[config.mk]
export PLATFORM = sky130hd
export DESIGN_NAME = universal_shift_register
export DESIGN_NICKNAME = d
export VERILOG_FILES = /design/src/rtl/shift_reg_pkg.sv /design/src/rtl/shift_burst_counter.sv /design/src/rtl/universal_shift_register.sv
export SDC_FILE = /design/constraint.sdc
export NUM_CORES = 1
export LEC_CHECK = 0
export ABC_AREA = 1
export CAP_MARGIN = 0
export CELL_PAD_IN_SITES_DETAIL_PLACEMENT = 0
export CELL_PAD_IN_SITES_GLOBAL_PLACEMENT = 1
export CORE_MARGIN = 2
export CORE_UTILIZATION = 35
export CTS_CLUSTER_SIZE = 20
export DETAILED_ROUTE_END_ITERATION = 16
export GPL_TIMING_DRIVEN = 0
export PLACE_DENSITY_LB_ADDON = 0.1
export SLEW_MARGIN = 20
export SYNTH_ARGS = -nofsm -noshare
export SYNTH_HDL_FRONTEND = slang
export SYNTH_SLANG_ARGS = --single-unit
[constraint.sdc]
create_clock -name Clk_In -period 2.7 [get_ports Clk_In]
set_clock_uncertainty 0.15 [all_clocks]
set_input_delay 0.54 -clock Clk_In [delete_from_list [all_inputs] [get_ports Clk_In]]
set_output_delay 0.54 -clock Clk_In [all_outputs]
set_load 0.01 [all_outputs]
[src/rtl/shift_reg_pkg.sv]
// ---------------------------------------------------------------------------
// shift_reg_pkg
// Shared definitions for the universal shift register slice:
//   - MODE_* : operation-select encodings for Mode_In (3 bits)
//   - state_e : control state (IDLE / BURST)
//   - clamp_burst_len : limits a requested burst length to the register width
// ---------------------------------------------------------------------------
package shift_reg_pkg;

  localparam logic [2:0] MODE_HOLD = 3'd0;
  localparam logic [2:0] MODE_SHR  = 3'd1;
  localparam logic [2:0] MODE_SHL  = 3'd2;
  localparam logic [2:0] MODE_ROR  = 3'd3;
  localparam logic [2:0] MODE_ROL  = 3'd4;
  localparam logic [2:0] MODE_LOAD = 3'd5;

  typedef enum logic {
    IDLE  = 1'b0,
    BURST = 1'b1
  } state_e;

  // A burst never needs more shifts than there are bits in the register.
  function automatic int unsigned clamp_burst_len(input int unsigned len,
                                                  input int unsigned max_len);
    if (len > max_len) begin
      return max_len;
    end else begin
      return len;
    end
  endfunction

endpackage

[src/rtl/shift_burst_counter.sv]
// ---------------------------------------------------------------------------
// shift_burst_counter
// Holds the number of burst shifts still to perform.
//   clk_i, rst_i  : clock, asynchronous active-high reset
//   load_i        : capture clamped len_i (burst start, already enable-qualified)
//   dec_i         : count one shift (enable-qualified)
//   len_i         : requested burst length
//   load_zero_o   : requested length is zero (burst completes immediately)
//   last_o        : the shift being performed now is the final one
// ---------------------------------------------------------------------------
module shift_burst_counter
  import shift_reg_pkg::*;
#(
  parameter int WIDTH = 8,
  parameter int CNT_W = $clog2(WIDTH + 1)
) (
  input  logic             clk_i,
  input  logic             rst_i,
  input  logic             load_i,
  input  logic             dec_i,
  input  logic [CNT_W-1:0] len_i,
  output logic             load_zero_o,
  output logic             last_o
);

  localparam int unsigned MAX_LEN = WIDTH;

  logic [CNT_W-1:0] count_q;
  logic [CNT_W-1:0] count_d;
  logic [CNT_W-1:0] len_clamped_s;
  int unsigned      len_ext_s;

  assign len_ext_s     = 32'(len_i);
  assign len_clamped_s = CNT_W'(clamp_burst_len(len_ext_s, MAX_LEN));
  assign load_zero_o   = (len_i == {CNT_W{1'b0}});
  assign last_o        = (count_q == CNT_W'(1));

  // Next count: load wins over decrement; never wrap below zero.
  always_comb begin
    count_d = count_q;
    if (load_i) begin
      count_d = len_clamped_s;
    end else if (dec_i && (count_q != {CNT_W{1'b0}})) begin
      count_d = count_q - CNT_W'(1);
    end else begin
      count_d = count_q;
    end
  end

  // Count register.
  always_ff @(posedge clk_i or posedge rst_i) begin
    if (rst_i) begin
      count_q <= {CNT_W{1'b0}};
    end else begin
      count_q <= count_d;
    end
  end

endmodule

[src/rtl/universal_shift_register.sv]
// ---------------------------------------------------------------------------
// universal_shift_register
// Hold / shift / rotate / parallel-load register with an LSB-first burst mode.
//   Clk_In, Reset_In   : clock, asynchronous active-high reset
//   Enable_In          : clock enable (freezes register, counter and state)
//   Mode_In            : operation select while idle (see shift_reg_pkg)
//   Serial_Msb_In      : fill bit for right shifts (including burst)
//   Serial_Lsb_In      : fill bit for left shifts
//   Parallel_Data_In   : load data (MODE_LOAD and burst start)
//   Burst_Start_In     : start a burst (honoured in IDLE only)
//   Burst_Len_In       : number of burst shifts (clamped to WIDTH)
//   Parallel_Data_Out  : register contents
//   Serial_Lsb_Out     : register bit 0 (next bit out during a burst)
//   Serial_Msb_Out     : register bit WIDTH-1
//   Busy_Out           : high while a burst is in progress
//   Done_Out           : one-cycle pulse when a burst completes
// ---------------------------------------------------------------------------
module universal_shift_register
  import shift_reg_pkg::*;
#(
  parameter  int WIDTH = 8,
  localparam int CNT_W = $clog2(WIDTH + 1)
) (
  input  logic             Clk_In,
  input  logic             Reset_In,
  input  logic             Enable_In,
  input  logic [2:0]       Mode_In,
  input  logic             Serial_Msb_In,
  input  logic             Serial_Lsb_In,
  input  logic [WIDTH-1:0] Parallel_Data_In,
  input  logic             Burst_Start_In,
  input  logic [CNT_W-1:0] Burst_Len_In,
  output logic [WIDTH-1:0] Parallel_Data_Out,
  output logic             Serial_Lsb_Out,
  output logic             Serial_Msb_Out,
  output logic             Busy_Out,
  output logic             Done_Out
);

  logic [WIDTH-1:0] reg_q;
  logic [WIDTH-1:0] reg_d;
  state_e           state_q;
  state_e           state_d;
  logic             busy_q;
  logic             busy_d;
  logic             done_q;
  logic             done_d;

  logic             cnt_load_s;
  logic             cnt_dec_s;
  logic             len_zero_s;
  logic             last_shift_s;

  // A start is only seen in IDLE; in BURST every enabled edge is a shift.
  assign cnt_load_s = Enable_In && (state_q == IDLE) && Burst_Start_In;
  assign cnt_dec_s  = Enable_In && (state_q == BURST);

  shift_burst_counter #(
    .WIDTH (WIDTH),
    .CNT_W (CNT_W)
  ) u_counter (
    .clk_i       (Clk_In),
    .rst_i       (Reset_In),
    .load_i      (cnt_load_s),
    .dec_i       (cnt_dec_s),
    .len_i       (Burst_Len_In),
    .load_zero_o (len_zero_s),
    .last_o      (last_shift_s)
  );

  // Next-state for register, control state and the done pulse.
  always_comb begin
    reg_d   = reg_q;
    state_d = state_q;
    done_d  = 1'b0;   // done is a pulse: cleared on every edge unless re-set
    if (!Enable_In) begin
      reg_d   = reg_q;
      state_d = state_q;
    end else begin
      case (state_q)
        IDLE: begin
          if (Burst_Start_In) begin
            reg_d = Parallel_Data_In;
            if (len_zero_s) begin
              state_d = IDLE;
              done_d  = 1'b1;
            end else begin
              state_d = BURST;
            end
          end else begin
            state_d = IDLE;
            case (Mode_In)
              MODE_HOLD: reg_d = reg_q;
              MODE_SHR:  reg_d = {Serial_Msb_In, reg_q[WIDTH-1:1]};
              MODE_SHL:  reg_d = {reg_q[WIDTH-2:0], Serial_Lsb_In};
              MODE_ROR:  reg_d = {reg_q[0], reg_q[WIDTH-1:1]};
              MODE_ROL:  reg_d = {reg_q[WIDTH-2:0], reg_q[WIDTH-1]};
              MODE_LOAD: reg_d = Parallel_Data_In;
              default:   reg_d = reg_q;   // reserved encodings hold
            endcase
          end
        end
        BURST: begin
          reg_d = {Serial_Msb_In, reg_q[WIDTH-1:1]};
          if (last_shift_s) begin
            state_d = IDLE;
            done_d  = 1'b1;
          end else begin
            state_d = BURST;
          end
        end
        default: begin
          state_d = IDLE;
        end
      endcase
    end
    busy_d = (state_d == BURST);
  end

  // Register, control state and status flags.
  always_ff @(posedge Clk_In or posedge Reset_In) begin
    if (Reset_In) begin
      reg_q   <= {WIDTH{1'b0}};
      state_q <= IDLE;
      busy_q  <= 1'b0;
      done_q  <= 1'b0;
    end else begin
      reg_q   <= reg_d;
      state_q <= state_d;
      busy_q  <= busy_d;
      done_q  <= done_d;
    end
  end

  assign Parallel_Data_Out = reg_q;
  assign Serial_Lsb_Out    = reg_q[0];
  assign Serial_Msb_Out    = reg_q[WIDTH-1];
  assign Busy_Out          = busy_q;
  assign Done_Out          = done_q;

endmodule

Yosys cells after proc, flatten, opt, wreduce, memory -nomap -nowiden. Index checks and enable logic that the tools add are counted.

Flip-flop bits (word level): 14. Output and inout port bits: 12. Logic and storage cells: 37.

Reduce and logical (&&, ||, !) cells: 8. Bitwise gates (word level): 1. Add/sub/neg operators: 1. Order comparisons: 1. Eq/ne operators: 7. Multiplexer cells: 15.

Operators by type and width (number): $pmux W8 S5 (1); $pmux W8 S2 (1); $mux W4 (3); $mux W8 (1); $mux W1 (7); $ne A7 B2 Y1 const B (1); $eq A3 B2 Y1 const B (2); $eq A3 B3 Y1 const B (2); $eq A4 B1 Y1 const B (1); $gt A4 B4 Y1 const B (1); $logic_and A1 B1 Y1 (4); $logic_not A4 Y1 (1); $pmux W1 S2 (2); $reduce_bool A4 Y1 (1); $sub A4 B1 Y4 const B (1); $eq A3 B1 Y1 const B (1); $reduce_and A2 Y1 (1); $reduce_bool A2 Y1 (1); $not A1 Y1 (1).

Depth between registers and ports, before layout.
Depth after elaboration: 5. Mapped depth: 9.

Hierarchy. From an unflattened synthesis, not the netlist that was laid out.

Cells, all modules: 181. Area, all modules: 1184.9 µm².

Modules (own cells, without submodules): universal_shift_register (cells an instance 135, times used 1, sequential area each 250.2 µm², area each 855.8 µm²); shift_burst_counter (cells an instance 46, times used 1, sequential area each 100.1 µm², area each 329.1 µm²).

Worst setup path after synthesis. Ideal clock, no wire load.

Path kind: input port to flip-flop. From: input port Mode_In[1]. To: register reg_q[6], in the netlist Parallel_Data_Out[6]. Setup slack: 1.011 ns. Required time: 2.434 ns. Buffers on the path: 0. Setup time: 0.116 ns. Cell stages on the path: 8. Arrival: 1.422 ns. Path through: inv_2 ha_1 clkinv_1 nand2_1 a21oi_1 nand2_1 nand2_1 nand2_1.

Cells in the longest elaborated chain, start to end: 4.

Ends and longest elaborated chain: from (decl) (line universal_shift_register.sv:27) `input logic [2:0] Mode_In,`; $eq A3 B3 Y1, or another cell as far along (line universal_shift_register.sv:92) `case (Mode_In)`; $pmux W8 S5 (line universal_shift_register.sv:92); $mux W8 (line universal_shift_register.sv:82) `if (Burst_Start_In) begin`; $pmux W8 S2 (line universal_shift_register.sv:80) `case (state_q)`; to (signal assigned) (line universal_shift_register.sv:123) `reg_q <= {WIDTH{1'b0}};`; to (signal assigned) (line universal_shift_register.sv:128) `reg_q <= reg_d;`; to (decl) (line universal_shift_register.sv:40) `logic [WIDTH-1:0] reg_q;`.

Several ways; a longest one is shown, not always the timed one. A chain may end at the register's enable or synchronous reset.

Worst setup path in the final report.
From: input port Mode_In[1]. To: register reg_q[2], in the netlist Parallel_Data_Out[2].

Same word-level chain as after synthesis.

==> out/qor.csv <==
metric,value,unit
synth_nets,195,
timing.rr.start,Busy_Out,
cts_hold_buf,0,
period_minus_slack,2310,ps
coreArea,3100,µm²
globalplace.congestion,0.763,
seq_area_frac_synth,0.304,
worst_pin_slew,560,ps
dr.pass1.iters,4,
ios,33,
hold_path_end,u_counter.count_q[3],
reg2regPathDepth,7,
n_antenna_cell,0,
areaGrowthSynthToFinish,35.7,%
synth_top_cell_area_share,0.304,
startpoint_type,input port,
gr-total-overflow,0,
worstPathCellList,clkdlybuf4s50_1 > inv_2 > ha_1 > clkinv_1 > nand2_1 > a21oi_1 > nand2_1 > nand2_1 > nand2_1,
drtAntennaViolNets,0,
use_met3,0.0210,
cap_viol_max_count,0,
synth-edff-count,0,
busiest_layer,met2,
dp_hpwl,2.32,mm
clkPwrFrac,0.112,
powerDensity,881,nW/µm²
timing.setup.tns,0,ps
clock-sinks,14,
crit_top_cell,nand2_1,
place_ws,61.3,ps
p_int,0.784,mW
final_hold_viol_count,0,
drv_slew,0,
track_usage,0.182,
min_from,u_counter.count_q[3],
path_class,in -> reg,
crit_path_end_kind,register,
first_global_vias,1114,
hold_path_depth,2,
nets,232,
post_synth_num_cell_types,28,
fill_cells,353,
rows,20,
use_met2,0.325,
setup_violations,0,
fin_crit_sh,0.856,
timing.fmax,433,MHz
dieArea,3770,µm²
ir_worst_vdd,0.000413,V
post-route-drc-count,0,
switchingPower,0.594,mW
cts_root_buffer,clkbuf_4,
die-width,61.4,µm
netlist_area,1150,µm²
htreeDepth,1,
slew_headroom,0.626,
ys_seq_elements,14,
rrSetupSlack,1200,ps
power.leakage,0.723,nW
start_util,0.371,
numPortBuffers,32,
setup_slack,389,ps
avgSynthCellArea,6.78,µm²
clk_path_buf_depth,2,
drive_above_1_share,0.117,
seq_power_share,0.313,
post_cts_resized,0,
outcome,finished clean,
clkLatencyLatePin,280,ps
r2r_end,u_counter.count_q[0],
yosys_warnings,0,
synth_ff_type,dfrtp_1,
cts_tree,yes,
yosysTopAreaCell,dfrtp_1,
min_path_type,reg -> reg,
grt_max_degree,15,
num_vias,1212,
drt_wl_total,2.98,mm
critPathRequiredTime,2770,ps
synth_cells,170,
switching_share,0.431,
async_flop_share,1.00,
grt_setup_unrepaired,no,
arrival,2390,ps
grt_pass1_wl,5.09,mm
postCtsSetupRepairBufs,0,
synth.area.top_cells,"dfrtp_1, nand2_1, a21oi_1",
grt_use_met1,0.236,
critPathMaxFanout,9,
clkTransAtPathRegs,90,ps
drt_iter0_drc,62,
combPwrFrac,0.575,
vias_per_cell,4.85,
antenna_found_initial,0,
cts_inserted_buffers,3,
fp.dieH,61.4,µm
avgRoutedWirePerCell,11.9,µm
critical_path.max_stage_delay,590,ps
cpMaxStageDelayCell,clkdlybuf4s50_1,
[metal layers]
metal | up-vias | wire length [µm]
met5 | - | 0
met4 | 0 | 12
met3 | 2 | 90
met2 | 16 | 1530
met1 | 562 | 1350
li1 | 632 | -
[power groups by stage]
stage	registers, mW	logic (mW)	clock network (mW)
after floorplan	0.441	0.478	0
after global placement	0.434	0.790	0
after detailed placement	0.436	0.801	0
after CTS	0.432	0.804	0.160
after global routing	0.451	0.896	0.173
final	0.431	0.793	0.154
[area by class of cell]
type / instances / area (µm²) / share of cell area
multi-input cells: 136 / 706 / 0.451
flip-flops and latches: 14 / 350 / 0.224
repair buffers: 32 / 320 / 0.205
inverters: 17 / 70.1 / 0.0448
well taps: 44 / 55.1 / 0.0352
clock buffers: 4 / 36.3 / 0.0232
plain buffers: 3 / 26.3 / 0.0168
[registers in the layout (all words and copies together) (netlist names)]
name and cells:
Done_Out 1, u_counter.count_q 4, Parallel_Data_Out 8, Busy_Out 1
[worst max path at each step]
stage | startpoint | endpoint | slack (ps) | cells past startpoint
6_report | Mode_In[1] | Parallel_Data_Out[2] | 390 | 9
5_1_grt | Mode_In[1] | Parallel_Data_Out[1] | 190 | 9
4_1_cts | Mode_In[1] | Parallel_Data_Out[2] | 360 | 9
3_5_place_dp | Mode_In[1] | Parallel_Data_Out[2] | 60 | 9
3_3_place_gp | Mode_In[1] | Parallel_Data_Out[5] | 80 | 9
2_1_floorplan | Mode_In[1] | Parallel_Data_Out[6] | 1010 | 8
[critical path: cells and delay by family]
kind                     cells  cell delay [ps]
buffers and inverters        3              940
adder cells (fa/ha/maj)      1              310
AND/OR/NAND/NOR              4              480
AO/OA/AOI/OAI                1              120
[stage by stage]
| stage | power, mW | area [µm²] | hold WS (ps) | utilization | cells |
|---|---|---|---|---|---|
| 6_report | 1.38 | 1560 | 394 | 0.504 | 250 |
| 5_1_grt | 1.52 | 1560 | 451 | 0.504 | 250 |
| 4_1_cts | 1.40 | 1560 | 404 | 0.504 | 250 |
| 2_1_floorplan | 0.920 | 1150 | 279 | - | 170 |
| 3_3_place_gp | 1.22 | 1530 | 385 | 0.492 | 246 |
| 3_5_place_dp | 1.24 | 1530 | 382 | 0.492 | 246 |
[cells in the mapped netlist (3+ instances only)]
cell type and number:
o21ai_1 5, nand2_1 63, o22ai_1 8, nor2_2 3, nor2_1 11, nand4_1 4
dfrtp_1 14, ha_1 4, nand3_1 11, a21oi_1 12, inv_1 11
[logic make-up (layout without fill, tap and decap cells)]
| family | Yosys count | after routing | share of synthesized area |
|---|---|---|---|
| buf+inv | 20 | 56 | 0.0836 |
| simple gates | 101 | 101 | 0.413 |
| compound gates | 29 | 29 | 0.141 |
| fa+ha+maj | 4 | 4 | 0.0434 |
| flops | 14 | 14 | 0.304 |
| xor+xnor | 2 | 2 | 0.0152 |
[cell usage in the layout, fill, tap and decap left out, drive strengths merged]
| cell | synthesis | layout |
|---|---|---|
| o22ai | 8 | 8 |
| clkbuf | 0 | 4 |
| xnor2 | 2 | 2 |
| nor4 | 1 | 1 |
| dfrtp | 14 | 14 |
| a21oi | 12 | 12 |
| o21ai | 9 | 9 |
| inv | 15 | 15 |
| nand4 | 4 | 4 |
| ha | 4 | 4 |
| nand2 | 66 | 66 |
| clkdlybuf4s50 | 0 | 32 |
| nand3 | 13 | 13 |
| nor3 | 1 | 1 |
| clkinv | 2 | 2 |
| nor2 | 16 | 16 |
| buf | 3 | 3 |
No activity file was read; power rests on OpenSTA's default activity.
